===== src/rtl/cpu_types_pkg.sv =====
`default_nettype none
// ============================================================================
//  Module      : cpu_types_pkg
//  Description : Shared CPU-wide scalar types.
//  Revision    : 1.0 - initial release
// ============================================================================
package cpu_types_pkg;
    typedef logic [31:0] word_t;
endpackage
`default_nettype wire


===== src/rtl/fetch_pkg.sv =====
`default_nettype none
// ============================================================================
//  Module      : fetch_pkg
//  Description : Types shared by the fetch queue unit and its FIFO.
//  Revision    : 1.0 - initial release
// ============================================================================
package fetch_pkg;
    import cpu_types_pkg::*;

    typedef enum logic [0:0] {
        FETCH  = 1'b0,
        HALTED = 1'b1
    } fetch_state_t;

    typedef struct packed {
        word_t instr;
        word_t pc;
    } fetch_entry_t;
endpackage
`default_nettype wire


===== src/rtl/fetch_queue_unit_if.sv =====
`default_nettype none
// ============================================================================
//  Module      : fetch_queue_unit_if
//  Description : Instruction-cache request/response bundle seen by the fetch unit.
//  Revision    : 1.0 - initial release
// ============================================================================
interface fetch_queue_unit_if;
    import cpu_types_pkg::*;

    logic  imemREN;
    word_t imemaddr;
    logic  ihit;
    word_t imemload;

    modport master (output imemREN, output imemaddr, input ihit, input imemload);
    modport slave  (input imemREN, input imemaddr, output ihit, output imemload);
endinterface
`default_nettype wire


===== src/rtl/fetch_queue_unit_fifo.sv =====
`default_nettype none
// ============================================================================
//  Module      : fetch_fifo
//  Description : DEPTH-entry first-word-fall-through queue of fetch entries.
//  Revision    : 1.0 - initial release
// ============================================================================
module fetch_fifo
    import fetch_pkg::*;
#(
    parameter int DEPTH = 4
) (
    input  wire logic                       CLK,
    input  wire logic                       RST,
    input  wire logic                       push,
    input  wire fetch_entry_t               push_data,
    input  wire logic                       pop,
    input  wire logic                       clear,
    output fetch_entry_t                    head,
    output logic [$clog2(DEPTH+1)-1:0]      count,
    output logic                            full,
    output logic                            empty
);
    localparam int PTR_W = $clog2(DEPTH);
    localparam int CNT_W = $clog2(DEPTH+1);

    fetch_entry_t       r_mem [DEPTH];
    logic [PTR_W-1:0]   r_head;
    logic [PTR_W-1:0]   r_tail;
    logic [CNT_W-1:0]   r_count;
    logic               w_push;
    logic               w_pop;

    assign full   = (r_count == CNT_W'(DEPTH));
    assign empty  = (r_count == '0);
    assign count  = r_count;
    assign head   = r_mem[r_head];
    assign w_push = push & ~full;
    assign w_pop  = pop & ~empty;

    always_ff @(posedge CLK) begin
        if (RST || clear) begin
            r_head  <= '0;
            r_tail  <= '0;
            r_count <= '0;
        end else begin
            if (w_push) r_tail <= r_tail + PTR_W'(1);
            if (w_pop)  r_head <= r_head + PTR_W'(1);
            if (w_push && !w_pop)      r_count <= r_count + CNT_W'(1);
            else if (w_pop && !w_push) r_count <= r_count - CNT_W'(1);
        end
    end

    // Storage has no reset: occupancy alone decides which slots are meaningful.
    always_ff @(posedge CLK) begin
        if (w_push && !clear) r_mem[r_tail] <= push_data;
    end
endmodule
`default_nettype wire


===== src/rtl/fetch_queue_unit.sv =====
`default_nettype none
// ============================================================================
//  Module      : fetch_queue_unit
//  Description : Instruction fetch stage with a decoupling prefetch queue.
//                Optional FETCH_QUEUE_PERF_EN adds fetched/flushed counters.
//  Revision    : 1.0 - initial release
// ============================================================================
module fetch_queue_unit
    import cpu_types_pkg::*;
    import fetch_pkg::*;
#(
    parameter int          DEPTH       = 4,
    parameter logic [31:0] PC_INIT     = 32'h0,
    parameter logic [5:0]  HALT_OPCODE = 6'h3F
) (
    input  wire logic                       CLK,
    input  wire logic                       RST,
    fetch_queue_unit_if.master              icache,
    input  wire logic                       redirect,
    input  wire word_t                      redirect_pc,
    input  wire logic                       dq_ready,
    output logic                            dq_valid,
    output word_t                           dq_instr,
    output word_t                           dq_pc,
    output word_t                           dq_pc4,
    output logic [$clog2(DEPTH+1)-1:0]      count,
`ifdef FETCH_QUEUE_PERF_EN
    output word_t                           perf_fetched,
    output word_t                           perf_flushed,
`endif
    output logic                            halted
);
    localparam int CNT_W = $clog2(DEPTH+1);

    fetch_state_t       r_state;
    word_t              r_fetch_pc;
    fetch_entry_t       w_head;
    fetch_entry_t       w_push_data;
    logic               w_full;
    logic               w_empty;
    logic               w_push;
    logic               w_pop;
    logic               w_is_halt;

    assign icache.imemREN  = ~RST & (r_state == FETCH) & ~w_full;
    assign icache.imemaddr = r_fetch_pc;

    assign w_is_halt   = (icache.imemload[31:26] == HALT_OPCODE);
    assign w_push      = icache.imemREN & icache.ihit & ~redirect;
    assign w_pop       = dq_valid & dq_ready;
    assign w_push_data = '{instr: icache.imemload, pc: r_fetch_pc};

    assign dq_valid = ~w_empty & ~redirect;
    assign dq_instr = w_empty ? 32'h0 : w_head.instr;
    assign dq_pc    = w_empty ? 32'h0 : w_head.pc;
    assign dq_pc4   = dq_pc + 32'd4;
    assign halted   = (r_state == HALTED) & w_empty;

    fetch_fifo #(.DEPTH(DEPTH)) u_fifo (
        .CLK       (CLK),
        .RST       (RST),
        .push      (w_push),
        .push_data (w_push_data),
        .pop       (w_pop),
        .clear     (redirect),
        .head      (w_head),
        .count     (count),
        .full      (w_full),
        .empty     (w_empty)
    );

    // Redirect reopens fetching even from HALTED: the queued HALT may be wrong-path.
    always_ff @(posedge CLK) begin
        if (RST) begin
            r_fetch_pc <= PC_INIT;
            r_state    <= FETCH;
        end else if (redirect) begin
            r_fetch_pc <= redirect_pc & 32'hFFFF_FFFC;
            r_state    <= FETCH;
        end else if (w_push) begin
            r_fetch_pc <= r_fetch_pc + 32'd4;
            if (w_is_halt) r_state <= HALTED;
        end
    end

`ifdef FETCH_QUEUE_PERF_EN
    word_t          r_fetched;
    word_t          r_flushed;
    logic [32:0]    w_flush_sum;

    assign w_flush_sum = {1'b0, r_flushed} + 33'(count)
                       + 33'(icache.imemREN & icache.ihit);

    always_ff @(posedge CLK) begin
        if (RST) begin
            r_fetched <= '0;
            r_flushed <= '0;
        end else begin
            if (w_push && r_fetched != 32'hFFFF_FFFF) r_fetched <= r_fetched + 32'd1;
            if (redirect) r_flushed <= w_flush_sum[32] ? 32'hFFFF_FFFF : w_flush_sum[31:0];
        end
    end

    assign perf_fetched = r_fetched;
    assign perf_flushed = r_flushed;
`endif
endmodule
`default_nettype wire


===== src/flat_wrapper.sv =====
// flat-port wrapper written by rule: the top's interface ports become plain ports
module fetch_queue_unit_flat import cpu_types_pkg::*; import fetch_pkg::*;
#(
    parameter int          DEPTH       = 4,
    parameter logic [31:0] PC_INIT     = 32'h0,
    parameter logic [5:0]  HALT_OPCODE = 6'h3F
)
  (CLK, RST, redirect, redirect_pc, dq_ready, dq_valid, dq_instr, dq_pc, dq_pc4, count, halted, icache_imemREN, icache_imemaddr, icache_ihit, icache_imemload);
  fetch_queue_unit_if icache_i ();
  input  wire logic CLK;
  input  wire logic RST;
  input  wire logic redirect;
  input  wire word_t redirect_pc;
  input  wire logic dq_ready;
  output logic dq_valid;
  output word_t dq_instr;
  output word_t dq_pc;
  output word_t dq_pc4;
  output logic [$clog2(DEPTH+1)-1:0] count;
  output logic halted;
  output wire logic [$bits(icache_i.imemREN)-1:0] icache_imemREN;
  output wire logic [$bits(icache_i.imemaddr)-1:0] icache_imemaddr;
  input wire logic [$bits(icache_i.ihit)-1:0] icache_ihit;
  input wire logic [$bits(icache_i.imemload)-1:0] icache_imemload;
  assign icache_imemREN = icache_i.imemREN;
  assign icache_imemaddr = icache_i.imemaddr;
  assign icache_i.ihit = icache_ihit;
  assign icache_i.imemload = icache_imemload;
  fetch_queue_unit #(.DEPTH(DEPTH), .PC_INIT(PC_INIT), .HALT_OPCODE(HALT_OPCODE)) u_core (.CLK(CLK), .RST(RST), .icache(icache_i), .redirect(redirect), .redirect_pc(redirect_pc), .dq_ready(dq_ready), .dq_valid(dq_valid), .dq_instr(dq_instr), .dq_pc(dq_pc), .dq_pc4(dq_pc4), .count(count), .halted(halted));
endmodule

===== config.mk =====
export PLATFORM = sky130hd
export DESIGN_NAME = fetch_queue_unit_flat
export DESIGN_NICKNAME = d
export VERILOG_FILES = /design/src/rtl/cpu_types_pkg.sv /design/src/rtl/fetch_pkg.sv /design/src/rtl/fetch_queue_unit_if.sv /design/src/rtl/fetch_queue_unit_fifo.sv /design/src/rtl/fetch_queue_unit.sv /design/src/flat_wrapper.sv
export SDC_FILE = /design/constraint.sdc
export NUM_CORES = 1
export LEC_CHECK = 0
export CAP_MARGIN = 20
export CORE_ASPECT_RATIO = 0.7
export CORE_MARGIN = 5
export CORE_UTILIZATION = 36
export CTS_CLUSTER_SIZE = 16
export DETAILED_ROUTE_END_ITERATION = 10
export PLACE_DENSITY = 0.63
export SYNTH_ARGS = -nofsm -noshare
export SYNTH_HDL_FRONTEND = slang
export SYNTH_SLANG_ARGS = --single-unit
export TNS_END_PERCENT = 100

===== constraint.sdc =====
create_clock -name CLK -period 4.3 [get_ports CLK]
set_clock_uncertainty 0.15 [all_clocks]
set_input_delay 1.29 -clock CLK [delete_from_list [all_inputs] [get_ports CLK]]
set_output_delay 1.29 -clock CLK [all_outputs]
set_load 0.03 [all_outputs]

# == Word-level counts from Yosys, hierarchy flattened ==
# Memories as Yosys holds them, arrays and structs flattened. A register that Yosys moved wholly into a read port is not among the register bits.
# Index checks and enable logic that the tools add are counted.
# op_classes
n_addsub,6
eq_ne,2
muxes,10
n_bitwise,14
n_reduce_logical,12
# ops
cell,count
2-to-1 mux 32 bit,4
"adder 32 x 3 -> 32 bit, second input constant",2
bitwise AND 1 bit,9
"equality test 6 bit, second input constant",1
2-to-1 mux 3 bit,2
NOT 1 bit,5
"adder 2 x 1 -> 2 bit, second input constant",2
2-to-1 mux 2 bit,2
nonzero test 2 bit,2
"adder 3 x 1 -> 3 bit, second input constant",1
"equality test 3 bit, second input constant",1
logical AND 1 bit,3
logical NOT 1 bit,3
logical NOT 3 bit,1
"subtractor 3 x 1 -> 3 bit, second input constant",1
2-to-1 mux 1 bit,2
AND reduction 2 bit,1
OR reduction 2 bit,1
logical OR 1 bit,1
# word_totals
register_bits,40
ramBits,256
out_inout_bits,134
mem_count,1
# mem_list
memory,depth,width,rd,rd_clocked_by_memory_dff,wr,line,source
u_core.u_fifo.r_mem,4,64,1,1,1,fetch_queue_unit_fifo.sv:26,fetch_entry_t r_mem [DEPTH];

# == Longest topological paths before layout ==
# Gate-level depths: netlist (run 1).
# logic_depth
word_depth,10
mapped_depth,11
mapped_depth_nobuf,9

# == Modules after synthesis ==
# Synthesis (run 1) repeated with hierarchy kept, for this count alone.
# unflattened
cells_unflattened,807
area_unflattened_um2,12848.6
# by_module_without_submodules
mod,n_inst,cells_each,area_per_inst_um2,seq_area_each_um2
fetch_fifo,1,385,9783.1,7867.5
fetch_queue_unit,1,422,3065.4,620.6

# == Worst setup path after synthesis (run 1) ==
# Ideal clock, no wire load.
# synth_timing
kind,reg-to-output
start,"register u_core.u_fifo.r_count[0], in the netlist u_core.u_fifo.count[0]"
end,output port dq_pc4[20]
t_arrival_ns,3.573
required_time_ns,2.860
setup_slack_ns,-0.713
stages_incl_launch_ff,12
path_buffers,4
cell_sequence,dfxtp_1 or3_1 clkbuf_1 clkbuf_1 clkbuf_1 clkbuf_1 and2_1 ha_1 nand3_1 nor4_1 nand3_1 xnor2_1
# synth_between
elab_chain_cells,3
# synth_rtl
item,line,source
start: declaration,fetch_queue_unit_fifo.sv:29,logic [CNT_W-1:0] r_count;
start signal: assignment,fetch_queue_unit_fifo.sv:48,if (w_push && !w_pop) r_count <= r_count + CNT_W'(1);
start signal: assignment,fetch_queue_unit_fifo.sv:49,else if (w_pop && !w_push) r_count <= r_count - CNT_W'(1);
logical NOT 3 bit,fetch_queue_unit_fifo.sv:34,assign empty = (r_count == '0);
2-to-1 mux 32 bit,fetch_queue_unit.sv:55,assign dq_pc = w_empty ? 32'h0 : w_head.pc;
via dq_pc[3],flat_wrapper.sv:17,output word_t dq_pc;
adder 32 x 3 -> 32 bit,fetch_queue_unit.sv:56,assign dq_pc4 = dq_pc + 32'd4;
end: declaration,flat_wrapper.sv:18,output word_t dq_pc4;
# The timed path passes the listed nets, and every way through them passes these cells.

==> results_dict.tcl, run 1 <==
set metrics [dict create \
    dr_wl_met2_um 14200 \
    hold_path.class "reg2reg" \
    dp_hpwl_um 22100 \
    yosysWarnings 0 \
    synthCells 799 \
    rows 57 \
    n_fill_cell 2933 \
    path_class "reg2out" \
    layout_commonest_cell "edfxtp_1" \
    met3_length_um 1990 \
    power.internal_uw 4880 \
    initial_core_util_pct 36.2 \
    first_pass_iters 5 \
    pwr-share-comb_pct 9.6 \
    worstSkewPairLatency_ns 0.55 \
    relSlewSlack_pct 65.8 \
    die_y_um 166 \
    syn_area_mm2 0.0125 \
    clk_path_buf_depth 3 \
    cts_num_sinks 288 \
    port_buffers 194 \
    postLayoutCoreUtil_pct 48.8 \
    grt_first_pass_wirelength_um 48300 \
    area_growth_pct 34.8 \
    fin_crit_sh_pct 106 \
    leakage_uw 0.00588 \
    track_usage_pct 16.1 \
    antenna_found_initial 0 \
    powerDensity_mw_per_mm2 375 \
    p_sw_share_pct 22.7 \
    seq_area_mm2 0.00827 \
    dr.max_layer_used "met4" \
    final_cell_mix "edfxtp_1 (248), clkdlybuf4s50_1 (151), buf_4 (60), mux4_2 (55), nor2_1 (53)" \
    grt_max_degree 40 \
    drive_gt1_share_pct 24.3 \
    fin_ws_ns -0.278 \
    status "finished with violations" \
    worst_pin_slew_ns 0.512 \
    grt_pass1_vias 7991 \
    total_power_uw 6310 \
    cap_viol_max_count 0 \
    routed_wl_um 31900 \
    vdd_drop_max_uv 270 \
    critPathRequiredTime_ns 2.86 \
    cts_tree "yes" \
    cts_buffers 30 \
    crit_arrival_ns 3.14 \
    ios 203 \
    clkTransAtPathRegs_ns 0.06 \
    grt.overflow.total 0 \
    routedWlPerCell_um 20.7 \
    critPathMaxFanout 6 \
    design_area_mm2 0.0168 \
    max_freq_mhz 218 \
    synth_area_per_cell_um2 15.6 \
    placed_area_mm2 0.0153 \
    dr_total_vias 7671 \
    seqPwrFrac_pct 49.6 \
    htree_levels 1 \
    antenna-diode-count 0 \
    drc 0 \
    die_w_um 232 \
    root_buffer "clkbuf_16" \
    start_kind "flip-flop" \
    multiInputGateArea_mm2 0.00421 \
    hold_viol 0 \
    clkPwrFrac_pct 40.9 \
    p_switching_uw 1430 \
    synth_cell_types 49 \
    ys_seq_area_share_pct 66.1 \
    period_minus_slack_ns 4.58 \
    ys_ff_latch 288 \
    gp_congestion 0.804 \
    wl_met1_um 15100 \
    drt_iter0_drc 518 \
    rsz0062_at_grt "true" \
    violations "negative setup slack" \
    nNetsFinal 1125 \
    finalSetupViolations 12 \
    die-area_mm2 0.0385 \
    vias_per_cell 4.97 \
    core_mm2 0.0344 \
    hold_ws_ns 0.365 \
    cp-end-kind "primary output" \
    finalMaxSlewViolations 0 \
    ant_nets 0 \
]
[sequential cells by signal, indices dropped and copies added (netlist names), named ones only]
name / cells
u_core.icache.imemaddr: 30
u_core.r_state: 1
u_core.u_fifo.count: 3
u_core.u_fifo.r_head: 2
u_core.u_fifo.r_mem: 248
u_core.u_fifo.r_tail: 2
[power by group through the flow]
stage / combinational, uW / clock [uW] / sequential (uW)
2_1_floorplan: 263 / 0 / 3210
3_3_place_gp: 587 / 0 / 3180
3_5_place_dp: 591 / 0 / 3190
4_1_cts: 601 / 2640 / 3130
5_1_grt: 641 / 2760 / 3130
6_report: 603 / 2580 / 3130
[metrics by stage]
stage,setup slack (ns),TNS [ns],std cells
after floorplan,0.0234,0,804
after global placement,0.0710,0,1469
after detailed placement,0.0556,0,1469
after CTS,-0.318,-3.07,1536
after global routing,-0.356,-3.36,1543
final,-0.278,-1.90,1543
[routing by layer]
layer	GRT usage, %	vias to the layer above
li1	-	3529
met3	3.52	35
met2	24.4	229
met4	3.23	0
met1	24.2	3878
met5	0	-
[worst paths after layout]
path                                                              start                                      end  slack, ns  cells after the start
worst max-delay path                                          flip-flop                               dq_pc4[31]      -0.28                      9
worst min-delay path                        u_core.r_state$_SDFFE_PP0P_              u_core.r_state$_SDFFE_PP0P_       0.37                      2
worst min register to register              u_core.r_state$_SDFFE_PP0P_              u_core.r_state$_SDFFE_PP0P_       0.37                      2
worst max register to register  u_core.icache.imemaddr[10]$_SDFFE_PP0P_  u_core.icache.imemaddr[29]$_SDFFE_PP0P_       1.45                      6
[synth_stat cells, drive strengths merged]
cell type	n	area [um2]
and4	2	17.5
o21a	1	7.51
nand3	22	110
mux2	4	48.8
and3	8	50.1
a221oi	2	17.5
clkinv	1	3.75
nand4b	1	23.8
buf	25	189
or2	3	18.8
ha	7	87.6
o211ai	1	7.51
clkbuf	22	82.6
nor4	15	106
and2	60	375
a311oi	3	26.3
xnor2	27	236
nand4	9	56.3
a21oi	13	65.1
nand3b	1	7.51
nor3	14	80.1
o21ai	6	30.0
mux4	62	1470
dfxtp	40	801
a211oi	16	120
xor2	31	272
edfxtp	248	7450
nand2	56	210
or3b	1	8.76
a31oi	1	6.26
conb	1	3.75
o2111ai	1	8.76
mux2i	9	90.1
or4	5	41.3
or3	8	55.1
fa	1	20.0
inv	18	67.6
nor2	54	203
[kinds of logic (layout without fill, tap and decap cells)]
family	after synthesis	in the layout	share of synthesized area, %
flops	288	288	66.1
simple gates	259	259	10.9
mux	75	75	12.9
buf+inv	66	333	2.75
xor+xnor	58	58	4.07
compound gates	44	44	2.32
fa+ha+maj	8	8	0.863
other cells	1	6	0.0301
[cell type report]
type	count	area share, %
clock buffer	42	4.98
clock inverter	13	0.893
inverter	19	0.454
multi-input combinational	450	25.1
sequential	288	49.2
tap	472	3.51
timing repair buffer	259	15.9
[worst max-delay path, cell delays in order (launching register included)]
cell,delay (ns)
dfxtp_4,0.37
buf_12,0.15
inv_6,0.05
mux4_2,0.49
or3_4,0.38
or4_4,0.55
nor4_4,0.17
xor2_1,0.16
buf_4,0.15
buf_12,0.11
[what timing repair did]
action,4_1_cts,5_1_grt
pin swaps,8,9
gates resized for setup,52,44
gates cloned,0,1
hold buffers,0,0
setup buffers,12,6
setup endpoints to repair,67,36
(Power assumes the default switching activity.)
==> run 2, diff against run 1 <==
--- a/config.mk
+++ b/config.mk
@@ -5,6 +5,7 @@
 export SDC_FILE = /design/constraint.sdc
 export NUM_CORES = 1
 export LEC_CHECK = 0
+export ABC_AREA = 0
 export CAP_MARGIN = 20
 export CORE_ASPECT_RATIO = 0.7
 export CORE_MARGIN = 5
==> results of run 2 <==
No change in the layout: final DEF, timing and power equal those of run 1.
